**src/rtl/ysyx_23060236_muldiv.sv**
```systemverilog
`default_nettype none
// ============================================================================
// ysyx_23060236_muldiv -- iterative RV32M multiply/divide unit (shift-add, restoring divide)
// Revision 1.0
// ============================================================================
module ysyx_23060236_muldiv #(
    parameter int XLEN     = 32,
    parameter int MUL_BITS = 1,
    parameter int TAG_W    = 5
) (
    input  logic             clock,
    input  logic             reset,
    input  logic             in_valid,
    output logic             in_ready,
    input  logic [2:0]       in_op,
    input  logic [TAG_W-1:0] in_tag,
    input  logic [XLEN-1:0]  src1,
    input  logic [XLEN-1:0]  src2,
    input  logic             flush,
    output logic             out_valid,
    input  logic             out_ready,
    output logic [XLEN-1:0]  out_result,
    output logic [TAG_W-1:0] out_tag,
    output logic             busy
);

    localparam int CNT_W = $clog2(XLEN) + 1;
    localparam logic [CNT_W-1:0] MUL_CNT = CNT_W'(XLEN / MUL_BITS);
    localparam logic [CNT_W-1:0] DIV_CNT = CNT_W'(XLEN);
    localparam logic [CNT_W-1:0] CNT_ONE = CNT_W'(1);
    localparam logic [XLEN-1:0]  MIN_NEG = {1'b1, {(XLEN-1){1'b0}}};

    typedef enum logic [1:0] {IDLE, MUL, DIV, DONE} state_t;

    state_t             state;
    logic [2:0]         op;
    logic [XLEN-1:0]    mcand;
    logic [2*XLEN-1:0]  acc;
    logic               neg;
    logic [CNT_W-1:0]   cnt;

    logic               s1_signed, s2_signed, s1_neg, s2_neg;
    logic [XLEN-1:0]    mag1, mag2;
    logic               div_zero, div_ovf;
    logic [XLEN-1:0]    early_res;

    logic [XLEN+MUL_BITS-1:0] pp, psum;
    logic [2*XLEN-1:0]  mul_next, mul_fix;
    logic [XLEN-1:0]    mul_res;
    logic [XLEN:0]      rem_sh, diff;
    logic [2*XLEN-1:0]  div_next;
    logic [XLEN-1:0]    quo, rem, div_res;

    assign in_ready  = (state == IDLE) & ~flush;
    assign out_valid = (state == DONE);
    assign busy      = (state != IDLE);

    // Operand decode: funct3[2] selects divide; REM/DIV/MUL* signedness follows RV M.
    always_comb begin
        s1_signed = in_op[2] ? ~in_op[0] : (in_op[1:0] != 2'b11);
        s2_signed = in_op[2] ? ~in_op[0] : ~in_op[1];
        s1_neg    = s1_signed & src1[XLEN-1];
        s2_neg    = s2_signed & src2[XLEN-1];
        mag1      = s1_neg ? -src1 : src1;
        mag2      = s2_neg ? -src2 : src2;
        div_zero  = (src2 == '0);
        div_ovf   = ~in_op[0] & (src1 == MIN_NEG) & (src2 == '1);
        if (div_zero)
            early_res = in_op[1] ? src1 : '1;
        else
            early_res = in_op[1] ? '0 : src1;
    end

    // One shift-add step: high half absorbs mcand*digit, then the pair shifts right.
    always_comb begin
        pp       = {{MUL_BITS{1'b0}}, mcand} * {{XLEN{1'b0}}, acc[MUL_BITS-1:0]};
        psum     = {{MUL_BITS{1'b0}}, acc[2*XLEN-1:XLEN]} + pp;
        mul_next = {psum, acc[XLEN-1:MUL_BITS]};
        mul_fix  = neg ? -mul_next : mul_next;
        mul_res  = (op[1:0] == 2'b00) ? mul_fix[XLEN-1:0] : mul_fix[2*XLEN-1:XLEN];
    end

    // One restoring step: acc = {partial remainder, dividend/quotient}.
    always_comb begin
        rem_sh   = acc[2*XLEN-1:XLEN-1];
        diff     = rem_sh - {1'b0, mcand};
        div_next = diff[XLEN] ? {rem_sh[XLEN-1:0], acc[XLEN-2:0], 1'b0}
                              : {diff[XLEN-1:0],   acc[XLEN-2:0], 1'b1};
        quo      = div_next[XLEN-1:0];
        rem      = div_next[2*XLEN-1:XLEN];
        if (op[1])
            div_res = neg ? -rem : rem;
        else
            div_res = neg ? -quo : quo;
    end

    always_ff @(posedge clock) begin
        if (reset) begin
            state      <= IDLE;
            op         <= '0;
            mcand      <= '0;
            acc        <= '0;
            neg        <= 1'b0;
            cnt        <= '0;
            out_result <= '0;
            out_tag    <= '0;
        end else if (flush) begin
            state <= IDLE;
            cnt   <= '0;
        end else begin
            case (state)
                IDLE: begin
                    if (in_valid) begin
                        op      <= in_op;
                        out_tag <= in_tag;
                        neg     <= (in_op[2] & in_op[1]) ? s1_neg : (s1_neg ^ s2_neg);
                        if (!in_op[2]) begin
                            mcand <= mag1;
                            acc   <= {{XLEN{1'b0}}, mag2};
                            cnt   <= MUL_CNT;
                            state <= MUL;
                        end else if (div_zero || div_ovf) begin
                            out_result <= early_res;
                            cnt        <= '0;
                            state      <= DONE;
                        end else begin
                            mcand <= mag2;
                            acc   <= {{XLEN{1'b0}}, mag1};
                            cnt   <= DIV_CNT;
                            state <= DIV;
                        end
                    end
                end
                MUL: begin
                    acc <= mul_next;
                    cnt <= cnt - CNT_ONE;
                    if (cnt == CNT_ONE) begin
                        out_result <= mul_res;
                        state      <= DONE;
                    end
                end
                DIV: begin
                    acc <= div_next;
                    cnt <= cnt - CNT_ONE;
                    if (cnt == CNT_ONE) begin
                        out_result <= div_res;
                        state      <= DONE;
                    end
                end
                DONE: begin
                    if (out_ready)
                        state <= IDLE;
                end
                default: state <= IDLE;
            endcase
        end
    end

endmodule
`default_nettype wire

```
**config.mk**
```make
export PLATFORM = sky130hd
export DESIGN_NAME = ysyx_23060236_muldiv
export DESIGN_NICKNAME = d
export VERILOG_FILES = /design/src/rtl/ysyx_23060236_muldiv.sv
export SDC_FILE = /design/constraint.sdc
export NUM_CORES = 1
export LEC_CHECK = 0
export BUFFER_PORTS_ARGS = -buffer_cell sky130_fd_sc_hd__buf_2
export CORE_UTILIZATION = 25
export DETAILED_ROUTE_END_ITERATION = 12
export GPL_TIMING_DRIVEN = 0
export MAX_ROUTING_LAYER = met4
export PLACE_DENSITY = 0.49
export SYNTH_ARGS = -nofsm -noshare
export SYNTH_HDL_FRONTEND = slang
export SYNTH_SLANG_ARGS = --single-unit
```
**constraint.sdc**
```tcl
create_clock -name clock -period 7.15 [get_ports clock]
set_input_delay 0.715 -clock clock [delete_from_list [all_inputs] [get_ports clock]]
set_output_delay 0.715 -clock clock [all_outputs]
set_load 0.03 [all_outputs]
```
==> results of run 1 <==
flip-flops by register name (all words and copies together) (netlist names):
name and count:
neg 1, mcand 32, out_tag 5, state 2, op 2, cnt 6, out_result 32, acc 64
where the power goes:
group	switching (mW)	total [mW]	internal (mW)
clock network	0.419	0.913	0.493
logic	0.902	1.27	0.371
registers	0.0332	0.875	0.842
repair_timing:
| action | CTS | global route |
|---|---|---|
| buffers inserted | 0 | 2 |
| setup endpoints to repair | 14 | 6 |
| pin swaps | 0 | 3 |
| resized for setup | 2 | 3 |
cell families (layout without fill, tap and decap cells):
group | after synthesis | after routing | synth area share [%]
XOR/XNOR | 204 | 204 | 10.5
AND/OR/NAND/NOR | 925 | 925 | 25.2
adder cells (fa/ha/maj) | 102 | 102 | 7.23
AO/OA/AOI/OAI | 816 | 816 | 31.2
flip-flops | 144 | 144 | 16.9
buffers and inverters | 269 | 417 | 6.01
multiplexers | 45 | 45 | 2.94
final cells by class:
cell class / count / area, um2 / area share [%]
Clock buffer: 19 / 443 / 2.29
Timing Repair Buffer: 117 / 593 / 3.07
Buffer: 190 / 729 / 3.78
Sequential cell: 144 / 2880 / 14.9
Multi-Input combinational cell: 2092 / 13100 / 68.1
Tap cell: 873 / 1090 / 5.66
Inverter: 78 / 293 / 1.52
Clock inverter: 13 / 129 / 0.668
worst paths after layout:
| path | to | slack [ns] | depth (start not counted) |
|---|---|---|---|
| setup / recovery | out_result[31]$_SDFFE_PP0P_ | 0.28 | 17 |
| hold / removal | out_tag[0]$_SDFFE_PP0P_ | 0.46 | 2 |
| setup reg to reg | out_result[31]$_SDFFE_PP0P_ | 0.28 | 17 |
| hold reg to reg | out_tag[0]$_SDFFE_PP0P_ | 0.46 | 2 |
Yosys cell counts, types with 8 or more instances:
library cell	n	area, um2
a21o_1	24	180
a31oi_1	18	113
a22oi_1	17	128
nand4_1	23	144
a21oi_1	227	1140
a221oi_1	16	140
o211ai_1	48	360
a311oi_1	25	219
nand2_1	337	1260
o21a_1	20	150
maj3_1	24	240
o41ai_1	11	96.3
or4_1	11	82.6
nor4_1	22	138
nor2b_1	14	87.6
inv_1	75	282
o311ai_0	8	70.1
buf_1	17	63.8
nand3_1	61	305
mux2_2	10	113
nand2b_1	22	138
nor3b_1	9	67.6
a22o_1	25	219
o31a_1	8	70.1
nor2_1	260	976
mux2i_1	31	310
xnor2_1	102	893
a211oi_1	55	413
ha_1	76	951
or3_1	24	150
and3_1	22	138
a221o_1	13	130
xor2_1	102	893
dfxtp_1	144	2880
or2_2	11	68.8
and2_1	15	93.8
o31ai_1	37	278
o21ai_0	183	916
nor3_1	64	320
clkbuf_1	169	634
o2111ai_1	9	78.8
routing by layer:
metal	vias to the layer above	track usage [%]
li1	9391	-
met1	9891	34.5
met2	1017	40.0
met3	173	5.57
met4	0	10.7
met5	-	-
cells in the final DEF (no fill, tap or decap), types with 55 or more instances in the layout:
cell type  netlist  routed
nand2_1        337     337
nor2_1         260     260
a21oi_1        227     227
o21ai_0        183     182
clkbuf_1       169     168
dfxtp_1        144     144
buf_2            3     117
xor2_1         102     102
xnor2_1        102     102
ha_1            76      76
inv_1           75      75
nor3_1          64      64
nand3_1         61      61
a211oi_1        55      55
critical path: cells and delay by family (launching register included):
kind                     cells  cell delay (ns)
AO/OA/AOI/OAI                7             2.89
XOR/XNOR                     2             0.89
adder cells (fa/ha/maj)      1             0.30
buffers and inverters        3             1.10
flip-flops                   1             0.31
AND/OR/NAND/NOR              4             1.27
==> results.ini, run 1 <==
[clock_network]
cts_made_buffers=17
htreeDepth=4
cts.sinks=144
ctsLongestPathBuffers=2
cts-root-buf=clkbuf_16
path_clk_slew_ns=0.07
clk_latency_ns=0.48
cts_hold_buffers=0
cts_tree=done

[drt]
vias=20472
top_layer=met4
routed_wl_um=92100
drt-pass1-iter-count=6
wl_met2_um=39900
viasPerCell=5.81
drc_errors=0
initialDrtViolationCount=2410
wl_per_cell_um=26.1
postRouteAntennaNets=0
wl_met3_um=8170
wirelength_met1_um=40000

[setup_path]
crit_path_top_delay_cell=o21ai_0
critPathLaunchType=flop
cp-end-kind=flop
crit_required_ns=7.52
path_cells=clkbuf_1 -> inv_1 -> clkbuf_1 -> nor2_1 -> ha_1 -> and2_1 -> a221o_1 -> o21ai_0 -> a2111oi_0 -> nor2_1 -> xor2_1 -> o211a_1 -> or4b_2 -> o41ai_2 -> xor2_1 -> a21oi_1 -> o31a_1
cpPeakStageDelay_ns=0.91
cp-startpoint=acc[0]$_SDFFE_PP0P_
r2r-start=acc[0]$_SDFFE_PP0P_
crit_arrival_ns=7.23
worst-path-max-fanout=10
worstSetupPathType=reg2reg

[pwr]
peakVddDrop_uv=177
power.density_nw_per_um2=159
power_leakage_nw=7.09
power_mw=3.06

[yosys]
syn_area_um2=17000
ys_ff_latch=144
synth_ff_type=dfxtp_1
synthArstFlopShare_pct=0
synthCells=2505
yosys.cell_types.count=91
synth.avg_cell_area_um2=6.80
synth_edf_count=0
seq_area_frac_synth_pct=16.9
syn_nets=2660
yosysWarnings=0

[grt]
grtUsageTotal_pct=26.6
grt_pass1_vias=19067
grt_pass1_wl_um=132000
antenna_found_initial=0
grt_overflow=0
grt_max_degree=17

[cells_and_area]
stdcell_count=3526
syn_to_final_growth_pct=13.3
layout-drive-gt1-share_pct=7.65
utilization_pct=28.7
final_area_um2=19300
nFillCells=7590
final_nets=2795
diodes=0

[floorplan]
row_count=95
dieArea_um2=69200
ioPinCount=117
initial_utilization_pct=25.3
die_x_um=263
core_area_um2=67300
dieHeight_um=263

[sta]
setup_slack_ns=0.285
drv_slew=0
hold_ws_ns=0.456
worst_slew_pin_slew_ns=1.41
relSlewSlack_pct=5.63
post-route-period-util_pct=96.0
setup_viol=0
finalHoldViolCount=0
finClkSkew_ns=0.0117
setup_tns_ns=0
min_period_ns=6.87
max_freq_mhz=146

[placement]
post-place-ws_ns=-0.727
gp_congestion=1.06
dp_hpwl_um=74600
io_buffers=113
dpl_cell_area_um2=18700
dp.cells=3492

[min_path]
hold_path.startpoint=out_tag[0]$_SDFFE_PP0P_
hold_path.class=reg2reg

[flow_run]
max-cap-violations=0

[outcome]
status=finished clean

Power figures use the tool's default switching activity.
==> inputs of run 2 (changes only) <==
ABC_AREA = 1   (was default)
SETUP_SLACK_MARGIN = 0.2   (was default)
==> results.ini, run 2 <==
[outcome]
status=finished clean

[sta]
rsz0062_at_grt=no
finClkSkew_ns=0.0236  ; +0.0119 ns
post-route-period-util_pct=78.6  ; -17 points
setup_slack_ns=1.53  ; +1.24 ns
worst_slew_pin_slew_ns=1.18  ; -0.223 ns
setup_tns_ns=0  ; unchanged
drv_slew=0  ; unchanged
max_freq_mhz=178  ; +22%
setup_viol=0  ; unchanged
relSlewSlack_pct=21.1  ; +15 points
finalHoldViolCount=0  ; unchanged
min_period_ns=5.62  ; -1.24 ns

[clock_network]
cts_repair_resize_count=0  ; -2
cts-root-buf=clkbuf_16
cts_hold_buffers=0  ; unchanged
htreeDepth=4  ; unchanged
clk_latency_ns=0.51  ; +0.03 ns
post-cts-setup-buffers=0  ; unchanged
path_clk_slew_ns=0.08  ; about the same
cts.sinks=144  ; unchanged
cts_made_buffers=17  ; unchanged
cts_tree=done
ctsLongestPathBuffers=2  ; unchanged

[drt]
drt-pass1-iter-count=6  ; unchanged
wl_per_cell_um=24.3  ; -7.0%
routed_wl_um=112000  ; +22%
initialDrtViolationCount=3049  ; +27%
vias=24816  ; +21%
viasPerCell=5.39  ; -7.2%
postRouteAntennaNets=0  ; unchanged
drc_errors=0  ; unchanged

[cells_and_area]
syn_to_final_growth_pct=12.6
largestRegisters=acc: 64 flops, mcand: 32 flops, out_result: 32 flops
layout_commonest_cell=nand2_1
final_cell_mix=nand2_1, inv_1, nor2_1
regMostFlops=acc
layout-drive-gt1-share_pct=7.49  ; -0.16 points
largest_reg_flops=64  ; unchanged
final_nets=3775  ; +35%
nFillCells=8756  ; +15%

[pwr]
peakVddDrop_uv=135  ; -24%
power.density_nw_per_um2=154  ; -2.9%
power_leakage_nw=10.3  ; +45%

[yosys]
syn_nets=3642  ; +37%
ys_ff_latch=144  ; unchanged
synth_most_common_cell=nand2_1
syn_area_um2=19100  ; +12%
synth_ff_type=dfxtp_1
synthArstFlopShare_pct=0  ; unchanged
yosys.area.top_type=nand2_1
netlist.area_leader.share_pct=20.3  ; +3.3 points
yosysWarnings=0  ; unchanged
synthCells=3487  ; +39%
yosys-top-cells-area=nand2_1, dfxtp_1, inv_1
synth_edf_count=0  ; unchanged
synth.avg_cell_area_um2=5.47  ; -20%
yosys.cell_types.count=60  ; -34%
seq_area_frac_synth_pct=15.1  ; -1.8 points
synthTopCellsByCount=nand2_1, inv_1, nor2_1

[flow_run]
max-cap-violations=0  ; unchanged

[floorplan]
dieArea_um2=77400  ; +12%
core_area_um2=74900  ; +11%
row_count=100  ; +5.3%
dieHeight_um=278  ; +5.7%
ioPinCount=117  ; unchanged
initial_utilization_pct=25.4  ; +0.11 points
die_x_um=278  ; +5.7%

[setup_path]
crit_arrival_ns=6.00  ; -1.23 ns
crit_required_ns=7.53  ; about the same
worstSetupPathType=reg2reg
worst-path-max-fanout=10  ; unchanged
critPathLaunchType=flop
cp-end-kind=flop

[grt]
grtUsageTotal_pct=29.3  ; +2.7 points
grt_max_degree=19  ; +2
antenna_found_initial=6  ; +6
grt_pass1_vias=23030  ; +21%
grt_overflow=0  ; unchanged
grt_pass1_wl_um=160000  ; +21%

[placement]
dp_hpwl_um=93900  ; +26%
io_buffers=114  ; +0.88%
gp_congestion=1.08  ; +2.1%
post-place-ws_ns=1.77  ; +2.50 ns

[min_path]
hold_path.class=in2reg

-- run 2: cell count changes after synthesis, sizes merged, moves of 44 or more --
cell,change
xnor2,-80
nand2,+733
inv,+357
clkbuf,-63
o21ai,+73
nor2,+119
a21oi,+75
a211oi,-44
o22ai,+54
nand3,+178
-- run 2: final timing paths --
kind / startpoint / end / slack (ns) / cells after the start
setup / recovery: acc[0]$_SDFFE_PP0P_ / out_result[29]$_SDFFE_PP0P_ / 1.53 / 26
hold reg to reg: cnt[3]$_SDFFE_PP0P_ / cnt[3]$_SDFFE_PP0P_ / 0.45 / 1
hold / removal: in_tag[1] / out_tag[1]$_SDFFE_PP0P_ / 0.43 / 3
setup reg to reg: acc[0]$_SDFFE_PP0P_ / out_result[29]$_SDFFE_PP0P_ / 1.53 / 26
-- run 2: critical path: stages (launching register included) --
cell and delay, ns:
dfxtp_1 0.31, clkbuf_1 0.57, clkbuf_1 0.54, nand2_1 0.13
inv_1 0.08, ha_1 0.23, fa_1 0.53, inv_1 0.14
nand3_1 0.19, nor2_1 0.15, nand2_1 0.06, nor2_1 0.40
nand2_1 0.19, nor2_1 0.14, nand2_1 0.13, nor2_4 0.18
nand3_1 0.21, nor2_2 0.23, nand2_1 0.10, nand2_1 0.10
nand2_1 0.07, nand2_1 0.06, nand3_1 0.11, a21oi_1 0.16
nand2_1 0.25, nand2_1 0.19, a21oi_2 0.06
-- run 2: layout make-up --
type | instances | area, um2 | area share (%)
Clock buffer | 17 | 425 | 1.98
Sequential cell | 144 | 2880 | 13.4
Timing Repair Buffer | 114 | 571 | 2.66
Clock inverter | 15 | 178 | 0.828
Inverter | 437 | 1640 | 7.66
Buffer | 145 | 663 | 3.09
Tap cell | 969 | 1210 | 5.65
Antenna cell | 3 | 7.51 | 0.0350
Multi-Input combinational cell | 2761 | 13900 | 64.7
-- run 2: power breakdown --
group,switching [mW],leakage (nW),total [mW],internal [mW]
registers,0.0660,1.17,0.908,0.842
logic,1.08,8.80,1.44,0.356
clock network,0.489,0.290,0.958,0.470
total,1.63,10.3,3.30,1.67
-- run 2: metal layers --
| layer | GRT usage (%) | vias to the layer above | routed length [um] |
|---|---|---|---|
| li1 | - | 11724 | - |
| met1 | 38.2 | 11570 | 48400 |
| met2 | 43.4 | 1260 | 47200 |
| met3 | 4.72 | 262 | 9770 |
| met4 | 15.2 | 0 | 6510 |
| met5 | - | - | 0 |
-- run 2: through the flow --
| stage | cell area (um2) | util (%) | hold slack [ns] | instances | power [mW] |
|---|---|---|---|---|---|
| final | 21500 | 28.6 | 0.430 | 4605 | 3.30 |
| after CTS | 21500 | 28.6 | 0.412 | 4602 | 3.26 |
| after floorplan | 19100 | - | 0.423 | 3487 | 1.72 |
| after global routing | 21500 | 28.6 | 0.440 | 4605 | 3.43 |
| after detailed placement | 20800 | 27.8 | 0.446 | 4570 | 2.30 |
| after global placement | 20800 | 27.8 | 0.441 | 4570 | 2.31 |
-- run 2: cell families after synthesis --
logic type,after synthesis,synth area share [%]
and+or+nand+nor,1840,41.1
buffers and inverters,582,12.1
DFF,144,15.1
AOI/OAI and AO/OA,746,22.0
adders and majority gates,78,5.20
xor gates and xnor gates,97,4.46
==> inputs of run 3 (changes only) <==
clock period = 5.2 ns   (was 7.15 ns; I/O delays follow)
==> results.ini, run 3 (synthesis results as in run 2) <==
[sta]
setup_tns_ns=0  ; unchanged
finClkSkew_ns=0.0230  ; -0.000588 ns
hold_ws_ns=0.230  ; -0.199 ns
setup_slack_ns=0.248  ; -1.28 ns
rsz0062_at_grt=yes
post-route-period-util_pct=95.2  ; +17 points
relSlewSlack_pct=20.7  ; -0.35 points
worst_slew_pin_slew_ns=1.19  ; +0.00529 ns
min_period_ns=4.95  ; -0.671 ns
setup_viol=0  ; unchanged
max_freq_mhz=202  ; +14%
drv_slew=0  ; unchanged
finalHoldViolCount=0  ; unchanged

[clock_network]
cts_tree=done
cts-root-buf=clkbuf_16
path_clk_slew_ns=0.08  ; about the same
post-cts-setup-buffers=0  ; unchanged
htreeDepth=4  ; unchanged
cts_made_buffers=17  ; unchanged
cts_hold_buffers=0  ; unchanged
clk_latency_ns=0.51  ; about the same
ctsLongestPathBuffers=2  ; unchanged
cts.sinks=144  ; unchanged

[setup_path]
critPathLaunchType=flop
crit_arrival_ns=5.33  ; -0.67 ns
worst-path-max-fanout=10  ; unchanged
cp-end-kind=flop
crit_required_ns=5.58  ; -1.95 ns
worstSetupPathType=reg2reg

[drt]
initialDrtViolationCount=3078  ; +0.95%
wl_per_cell_um=24.4  ; +0.30%
vias=24874  ; +0.23%
postRouteAntennaNets=0  ; unchanged
drc_errors=0  ; unchanged
viasPerCell=5.40  ; +0.26%
drt-pass1-iter-count=6  ; unchanged
routed_wl_um=112000  ; +0.28%

[cells_and_area]
largest_reg_flops=64  ; unchanged
final_nets=3775  ; unchanged
largestRegisters=acc: 64 flops, mcand: 32 flops, out_result: 32 flops
utilization_pct=28.7  ; about the same
regMostFlops=acc
nFillCells=8759  ; +0.034%
final_cell_mix=nand2_1, inv_1, nor2_1
layout_commonest_cell=nand2_1
syn_to_final_growth_pct=12.6  ; about the same
layout-drive-gt1-share_pct=7.68  ; +0.19 points

[floorplan]
ioPinCount=117  ; unchanged
initial_utilization_pct=25.4  ; unchanged
core_area_um2=74900  ; unchanged
dieHeight_um=278  ; unchanged
dieArea_um2=77400  ; unchanged
row_count=100  ; unchanged
die_x_um=278  ; unchanged

[placement]
post-place-ws_ns=-0.182  ; -1.95 ns
gp_congestion=1.08  ; unchanged
dp_hpwl_um=93900  ; unchanged
io_buffers=114  ; unchanged

[pwr]
peakVddDrop_uv=188  ; +39%
power_leakage_nw=10.3  ; +0.11%
power.density_nw_per_um2=212  ; +38%
power_mw=4.55  ; +38%

[min_path]
hold_path.class=in2reg

[grt]
grtUsageTotal_pct=29.3  ; about the same
grt_pass1_vias=23016  ; -0.061%
antenna_found_initial=5  ; -1
grt_overflow=0  ; unchanged
grt_pass1_wl_um=160000  ; about the same
grt_max_degree=19  ; unchanged

[outcome]
status=finished clean

[flow_run]
max-cap-violations=0  ; unchanged

==> run 3: cell types whose count changed in the layout (fill, tap and decap cells not counted), moves of 2 or more <==
cell      previous run  this run
clkbuf_1           107       104
clkbuf_2             0         2
nor2_2              11        13
nor2_1             365       363
==> run 3: critical path, stage by stage, from the launching register on <==
cell and delay [ns]:
dfxtp_1 0.31, clkbuf_2 0.32, clkbuf_4 0.32, nand2_1 0.08, inv_1 0.06, ha_1 0.22, fa_1 0.53, inv_1 0.14
nand3_1 0.19, nor2_1 0.15, nand2_1 0.07, nor2_2 0.29, nand2_1 0.16, nor2_1 0.13, nand2_1 0.13, nor2_4 0.17
nand3_1 0.20, nor2_2 0.23, nand2_1 0.10, nand2_1 0.11, nand2_1 0.07, nand2_1 0.06, nand3_1 0.11, a21oi_1 0.16
nand2_1 0.26, nand2_1 0.19, a21oi_2 0.06
==> run 3: layer usage <==
layer	wire, um	global-route usage, %	part of all wire (%)
met1	49100	38.3	44
met2	47300	43.4	42
met3	9240	4.61	8.2
met4	6630	15.2	5.9
met5	0	-	0
==> run 3: what timing repair did <==
action | 4_1_cts | 5_1_grt
gates resized for setup | 3 | 7
pin swaps | 0 | 0
endpoints found under the setup margin | 12 | 13
endpoints found under the hold margin | 0 | 0
==> run 3: final timing paths <==
path	cells past startpoint	slack [ns]	from	endpoint
worst min register to register	1	0.46	cnt[3]$_SDFFE_PP0P_	cnt[3]$_SDFFE_PP0P_
worst max register to register	26	0.25	acc[0]$_SDFFE_PP0P_	out_result[29]$_SDFFE_PP0P_
worst min-delay path	3	0.23	in_tag[2]	out_tag[2]$_SDFFE_PP0P_
worst max-delay path	26	0.25	acc[0]$_SDFFE_PP0P_	out_result[29]$_SDFFE_PP0P_
==> run 3: through the flow <==
stage / cell area [um2] / instances
finish: 21500 / 4604
global route: 21500 / 4604
CTS: 21500 / 4602
detailed placement: 20800 / 4570
global placement: 20800 / 4570
floorplan: 19100 / 3487
==> run 3: cell type report <==
| cell class | instances | area (um2) | area share (%) |
|---|---|---|---|
| Multi-Input combinational cell | 2761 | 13900 | 64.7 |
| Clock buffer | 17 | 425 | 1.98 |
| Clock inverter | 15 | 178 | 0.827 |
| Buffer | 145 | 669 | 3.12 |
| Antenna cell | 2 | 5.00 | 0.0233 |
| Sequential cell | 144 | 2880 | 13.4 |
| Timing Repair Buffer | 114 | 571 | 2.66 |
| Inverter | 437 | 1640 | 7.65 |
| Tap cell | 969 | 1210 | 5.65 |
==> run 3: power by group <==
part           total [mW]  internal [mW]  switching (mW)
Combinational        1.98          0.491            1.49
Sequential           1.25           1.16          0.0907
Clock                1.32          0.646           0.674
Total                4.55           2.30            2.25
